### config.mk
export PLATFORM = sky130hd
export DESIGN_NAME = shift_sequencer_flat
export DESIGN_NICKNAME = d
export VERILOG_FILES = /design/src/rtl/shift_pkg.sv /design/src/rtl/shift_sequencer_if.sv /design/src/rtl/shift_decode.sv /design/src/rtl/shift_sequencer.sv /design/src/flat_wrapper.sv
export SDC_FILE = /design/constraint.sdc
export NUM_CORES = 1
export LEC_CHECK = 0
export CELL_PAD_IN_SITES_DETAIL_PLACEMENT = 0
export CELL_PAD_IN_SITES_GLOBAL_PLACEMENT = 1
export CORE_AREA = 2 2 59 61
export CTS_BUF_LIST = sky130_fd_sc_hd__clkbuf_4 sky130_fd_sc_hd__clkbuf_8
export CTS_CLUSTER_SIZE = 16
export DETAILED_ROUTE_END_ITERATION = 8
export DIE_AREA = 0 0 61 63
export PLACE_DENSITY = 0.9
export SLEW_MARGIN = 20
export SYNTH_ARGS = -nofsm -noshare
export SYNTH_HDL_FRONTEND = slang
export SYNTH_SLANG_ARGS = --single-unit
### constraint.sdc
create_clock -name clk -period 1.9 [get_ports clk]
set_clock_uncertainty 0.15 [all_clocks]
set_input_delay 0.285 -clock clk [delete_from_list [all_inputs] [get_ports clk]]
set_output_delay 0.285 -clock clk [all_outputs]
set_load 0.05 [all_outputs]
### src/rtl/shift_pkg.sv
// rtl/shift_pkg.sv - shared RegDesloc op codes, shift funct codes and sequencer states
package shift_pkg;

  // ROR/ROL exist in RegDesloc but this sequencer never issues them
  typedef enum logic [2:0] {
    OP_NOP     = 3'b000,
    OP_LOAD    = 3'b001,
    OP_LEFT    = 3'b010,
    OP_RIGHT_L = 3'b011,
    OP_RIGHT_A = 3'b100,
    OP_ROR     = 3'b101,
    OP_ROL     = 3'b110
  } shift_op_e;

  localparam logic [5:0] FUNCT_SLL  = 6'b000000;
  localparam logic [5:0] FUNCT_SRL  = 6'b000010;
  localparam logic [5:0] FUNCT_SRA  = 6'b000011;
  localparam logic [5:0] FUNCT_SLLV = 6'b000100;
  localparam logic [5:0] FUNCT_SRLV = 6'b000110;
  localparam logic [5:0] FUNCT_SRAV = 6'b000111;

  typedef enum logic [1:0] {
    ST_IDLE  = 2'b00,
    ST_LOAD  = 2'b01,
    ST_SHIFT = 2'b10,
    ST_DONE  = 2'b11
  } seq_state_e;

endpackage

### src/rtl/shift_sequencer_if.sv
// rtl/shift_sequencer_if.sv - control-side and shifter-side signals of the shift sequencer
interface shift_sequencer_if;
  logic        start;
  logic [5:0]  funct;
  logic [4:0]  shamt_field;
  logic [31:0] rs_value;
  logic [2:0]  shift_ctrl;
  logic [4:0]  shift_n;
  logic        busy;
  logic        done;
  logic        reg_write;
  logic        illegal;

  modport master (
    output start, funct, shamt_field, rs_value,
    input  shift_ctrl, shift_n, busy, done, reg_write, illegal
  );

  modport slave (
    input  start, funct, shamt_field, rs_value,
    output shift_ctrl, shift_n, busy, done, reg_write, illegal
  );
endinterface

### src/rtl/shift_decode.sv
// rtl/shift_decode.sv - maps an R-type shift funct to RegDesloc op and shift amount
module shift_decode
  import shift_pkg::*;
(
  input  logic [5:0] funct,
  input  logic [4:0] shamt_field,
  input  logic [4:0] rs_amount,
  output logic       valid,
  output shift_op_e  op,
  output logic [4:0] amount
);

  always_comb begin
    valid  = 1'b1;
    op     = OP_NOP;
    amount = shamt_field;
    case (funct)
      FUNCT_SLL:  op = OP_LEFT;
      FUNCT_SRL:  op = OP_RIGHT_L;
      FUNCT_SRA:  op = OP_RIGHT_A;
      FUNCT_SLLV: begin op = OP_LEFT;    amount = rs_amount; end
      FUNCT_SRLV: begin op = OP_RIGHT_L; amount = rs_amount; end
      FUNCT_SRAV: begin op = OP_RIGHT_A; amount = rs_amount; end
      default: begin
        valid  = 1'b0;
        amount = 5'd0;
      end
    endcase
  end

endmodule

### src/rtl/shift_sequencer.sv
// rtl/shift_sequencer.sv - sequences RegDesloc through load and shift phases for MIPS shifts
module shift_sequencer
  import shift_pkg::*;
(
  input  logic          clk,
  input  logic          reset,
  shift_sequencer_if.slave bus
);

  seq_state_e state, state_nx;
  shift_op_e  op_q;
  logic [4:0] amt_q;
  logic       illegal_q;

  logic       dec_valid;
  shift_op_e  dec_op;
  logic [4:0] dec_amt;
  logic       accept;
  logic       reject;

  shift_op_e  shift_ctrl_c;
  logic [4:0] shift_n_c;
  logic       busy_c;
  logic       done_c;

  // MIPS variable shifts use only rs[4:0]; the upper bits are deliberately dropped
  logic unused_rs_hi;
  assign unused_rs_hi = ^bus.rs_value[31:5];

  shift_decode u_decode (
    .funct       (bus.funct),
    .shamt_field (bus.shamt_field),
    .rs_amount   (bus.rs_value[4:0]),
    .valid       (dec_valid),
    .op          (dec_op),
    .amount      (dec_amt)
  );

  assign accept = (state == ST_IDLE) && bus.start && dec_valid;
  assign reject = (state == ST_IDLE) && bus.start && !dec_valid;

  always_ff @(posedge clk) begin
    if (reset) begin
      state     <= ST_IDLE;
      op_q      <= OP_NOP;
      amt_q     <= 5'd0;
      illegal_q <= 1'b0;
    end else begin
      state     <= state_nx;
      illegal_q <= reject;
      if (accept) begin
        op_q  <= dec_op;
        amt_q <= dec_amt;
      end
    end
  end

  always_comb begin
    state_nx     = state;
    shift_ctrl_c = OP_NOP;
    shift_n_c    = 5'd0;
    busy_c       = 1'b1;
    done_c       = 1'b0;
    case (state)
      ST_IDLE: begin
        busy_c = 1'b0;
        if (accept) state_nx = ST_LOAD;
      end
      ST_LOAD: begin
        shift_ctrl_c = OP_LOAD;
        state_nx     = (amt_q != 5'd0) ? ST_SHIFT : ST_DONE;
      end
      ST_SHIFT: begin
        shift_ctrl_c = op_q;
        shift_n_c    = amt_q;
        state_nx     = ST_DONE;
      end
      ST_DONE: begin
        done_c   = 1'b1;
        state_nx = ST_IDLE;
      end
      default: state_nx = ST_IDLE;
    endcase
  end

  assign bus.shift_ctrl = shift_ctrl_c;
  assign bus.shift_n    = shift_n_c;
  assign bus.busy       = busy_c;
  assign bus.done       = done_c;
  assign bus.reg_write  = done_c;
  assign bus.illegal    = illegal_q;

endmodule

### src/flat_wrapper.sv
// flat-port wrapper written by rule: the top's interface ports become plain ports
module shift_sequencer_flat import shift_pkg::*;
  (clk, reset, bus_start, bus_funct, bus_shamt_field, bus_rs_value, bus_shift_ctrl, bus_shift_n, bus_busy, bus_done, bus_reg_write, bus_illegal);
  shift_sequencer_if bus_i ();
  input  logic clk;
  input  logic reset;
  input wire logic [$bits(bus_i.start)-1:0] bus_start;
  input wire logic [$bits(bus_i.funct)-1:0] bus_funct;
  input wire logic [$bits(bus_i.shamt_field)-1:0] bus_shamt_field;
  input wire logic [$bits(bus_i.rs_value)-1:0] bus_rs_value;
  output wire logic [$bits(bus_i.shift_ctrl)-1:0] bus_shift_ctrl;
  output wire logic [$bits(bus_i.shift_n)-1:0] bus_shift_n;
  output wire logic [$bits(bus_i.busy)-1:0] bus_busy;
  output wire logic [$bits(bus_i.done)-1:0] bus_done;
  output wire logic [$bits(bus_i.reg_write)-1:0] bus_reg_write;
  output wire logic [$bits(bus_i.illegal)-1:0] bus_illegal;
  assign bus_i.start = bus_start;
  assign bus_i.funct = bus_funct;
  assign bus_i.shamt_field = bus_shamt_field;
  assign bus_i.rs_value = bus_rs_value;
  assign bus_shift_ctrl = bus_i.shift_ctrl;
  assign bus_shift_n = bus_i.shift_n;
  assign bus_busy = bus_i.busy;
  assign bus_done = bus_i.done;
  assign bus_reg_write = bus_i.reg_write;
  assign bus_illegal = bus_i.illegal;
  shift_sequencer u_core (.clk(clk), .reset(reset), .bus(bus_i));
endmodule
==> metrics.md <==
| Metric | Value |
|---|---|
| Outcome | `finished clean` |
| # rows | `21` |
| Clock slew at reported path FFs | `70 ps` |
| Via count | `607` |
| CTS tree | `yes` |
| DP Worst Slack | `-106 ps` |
| Slew @ Worst Pin | `approximately 440 ps` |
| RSZ-0062 raised after global routing | `true` |
| Hold Path Depth | `2` |
| Cts hold-fix bufs | `0` |
| Fin crit share | `0.966` |
| Final core occ | `0.357` |
| Max frequency | `approximately 0.54 GHz` |
| DRT Wirelength | `1480 um` |
| Final Wtd Congestion | `between 0.7 and 0.8` |
| # setup viols final | `0` |
| CTS root buf | `clkbuf_4` |
| Avg Inst Size Synth | `9.04 um2` |
| Slew Viols, Final | `0` |
| Worst setup margin | `64.9 ps` |
| GRT Residual Overflow | `0` |
| Leakage power figure | `between 0.4 and 0.5 nW` |
| R2R depth | `7` |
| Share of layout cells above drive strength 1 | `0.286` |
| Fin crit period | `between 1500 and 2000 ps` |
| Worst R2R End | `u_core.amt_q[2]` |
| Vias in the first global route | `635` |
| Hold Crit Class | `reg2reg` |
| Worst slew margin | `0.706` |
| Synth cell types | `23` |
| Critical path fanouts, max | `5` |
| Initial Util | `0.199` |
| Cell Pwr Density | `840 nW/um2` |
| Synthesized flop and latch total | `11` |
| Initial antenna violation count | `0` |
| DRC | `0` |
| Maximum root-to-sink buffer count | `2` |
| Largest net degree at the start of global routing | `12` |
| Via density | `~4` |
| Post-DP HPWL | `1240 um` |
| WL/cell | `9.82 um` |
| Worst R2R Setup Slack | `160 ps` |
| Hold Startpoint | `u_core.op_q[2]` |
| CP Launch Type | `flip-flop` |
| Post-Synthesis Cells | `71` |
| H-tree depth | `1` |
| Design Power | `0.967 mW` |
| Syn Nets | `122` |
| Dominant cells by area after synthesis | `dfxtp_1, ha_1, mux2i_1` |
| Die area | `3840 um2` |
| WHS Endpoint | `u_core.op_q[2]` |
| Register area share after synthesis | `0.343` |
| First-pass GRT wire length | `2620 um` |
| R2r startpoint | `u_core.state[1]` |
| Iter 0 DRT Violations | `13` |
| CTS buffer count | `3` |
| Synth top area share | `0.343` |
| WP data required | `1460 ps` |
| Fin nets | `157` |
| Die Y | `63 um` |
| Router iterations before antenna repair | `4` |
| Die W | `61 um` |
| Final Hold Fails | `0` |
| Clk_lat worst skew | `260 ps` |
| P&R area growth vs syn | `79.5%` |
| CTS Sinks | `11` |
| PortBufs | `30` |
| Post-synth top area cell | `dfxtp_1` |
| Arr. time, crit path | `around 1400 ps` |
| Area of the mapped netlist | `642 um2` |
| Total Routing Usage GR | `0.0892` |
| Crit Path Category | `reg2out` |
| CP Capture Type | `output port` |
| Post-DRT Antenna Nets | `0` |
| Setup TNS | `0 ps` |
| I/O Pins | `58` |
| N_diodes | `0` |
| # Max-Cap Violations | `0` |
| Post-CTS Repair Setup Buffers | `0` |
| Synth Warn # | `0` |
| Worst VDD drop | `0.000295 V` |
| Core area | `3230 um2` |
kinds of logic after synthesis:
group | after synthesis | share of synthesized area
mux | 6 | 0.0936
buf+inv | 10 | 0.0702
fa+ha+maj | 5 | 0.0975
flops | 11 | 0.343
compound gates | 13 | 0.172
simple gates | 26 | 0.224
metrics by stage:
step,area (um2),instances,hold WS (ps)
floorplan,642,71,201
global placement,1110,147,293
detailed placement,1110,147,308
CTS,1150,151,319
global route,1150,151,333
finish,1150,151,314
worst max-delay path, stage by stage, from the launching register on:
cell,delay (ps)
dfxtp_2,370
inv_1,90
ha_2,330
nor2b_2,190
buf_12,150
final cells by class:
type / instances / area [um2]
clock buffer: 3 / 22.5
inverter: 6 / 22.5
fill: 325 / 2080
timing repair buffer: 34 / 438
tap: 46 / 57.6
clock inverter: 1 / 5.00
multi-input combinational: 50 / 384
sequential: 11 / 223
how the worst max path moves through the flow:
stage                               start                end  slack, ps  cells after the start
after floorplan           u_core.state[0]  bus_shift_ctrl[0]         10                      4
after global placement       bus_funct[3]     u_core.op_q[1]        -60                      5
after detailed placement     bus_funct[3]    u_core.amt_q[3]       -110                      6
after CTS                 u_core.state[1]  bus_shift_ctrl[0]         10                      4
after global routing      u_core.state[0]  bus_shift_ctrl[2]         -3                      5
final                     u_core.state[1]  bus_shift_ctrl[0]         60                      4
synthesized netlist by cell type:
cell,n
a211oi_1,6
a21oi_1,3
a221oi_2,1
a311oi_1,1
and2_1,7
buf_1,1
buf_4,2
clkbuf_1,1
dfxtp_1,11
ha_1,5
inv_1,6
mux2i_1,6
nand2_1,2
nand2b_1,1
nor2_1,8
nor2b_1,2
nor3_1,2
nor3_2,1
nor4_1,1
o21ai_1,1
o31ai_4,1
or3_1,1
or3_4,1
cells in the final DEF, fill, tap and decap left out, types with 2 or more instances in the layout:
| master | count |
|---|---|
| a211oi_1 | 6 |
| a21oi_1 | 3 |
| and2_1 | 7 |
| buf_12 | 11 |
| buf_4 | 5 |
| clkbuf_4 | 3 |
| clkdlybuf4s50_1 | 18 |
| dfxtp_1 | 9 |
| dfxtp_2 | 2 |
| ha_1 | 3 |
| ha_2 | 2 |
| inv_1 | 5 |
| mux2i_1 | 6 |
| nand2_1 | 2 |
| nor2_1 | 8 |
| nor3_1 | 2 |
report_power, final:
part / total, mW / switching [mW] / internal (mW)
Sequential: 0.285 / 0.0224 / 0.262
Clock: 0.154 / 0.0760 / 0.0778
Combinational: 0.529 / 0.277 / 0.252
sequential cells by signal (all words and copies together), names as in the netlist:
signal	cells
u_core.amt_q	5
u_core.bus.illegal	1
u_core.op_q	3
u_core.state	2
repair_timing:
action / CTS / global route
endpoints found under the setup margin: 5 / 14
cloned: 0 / 0
gates resized for setup: 3 / 3
pin swaps: 0 / 1
routing by layer:
metal / part of all wire / vias to the layer above / routed length (um) / global-route usage
met4: 0.016 / 0 / 23 / 0.0571
met2: 0.54 / 20 / 800 / 0.152
met1: 0.41 / 276 / 605 / 0.102
met5: 0 / - / 0 / 0
li1: - / 309 / - / -
met3: 0.036 / 2 / 54 / 0.00828
No activity file was read; power rests on OpenSTA's default activity.
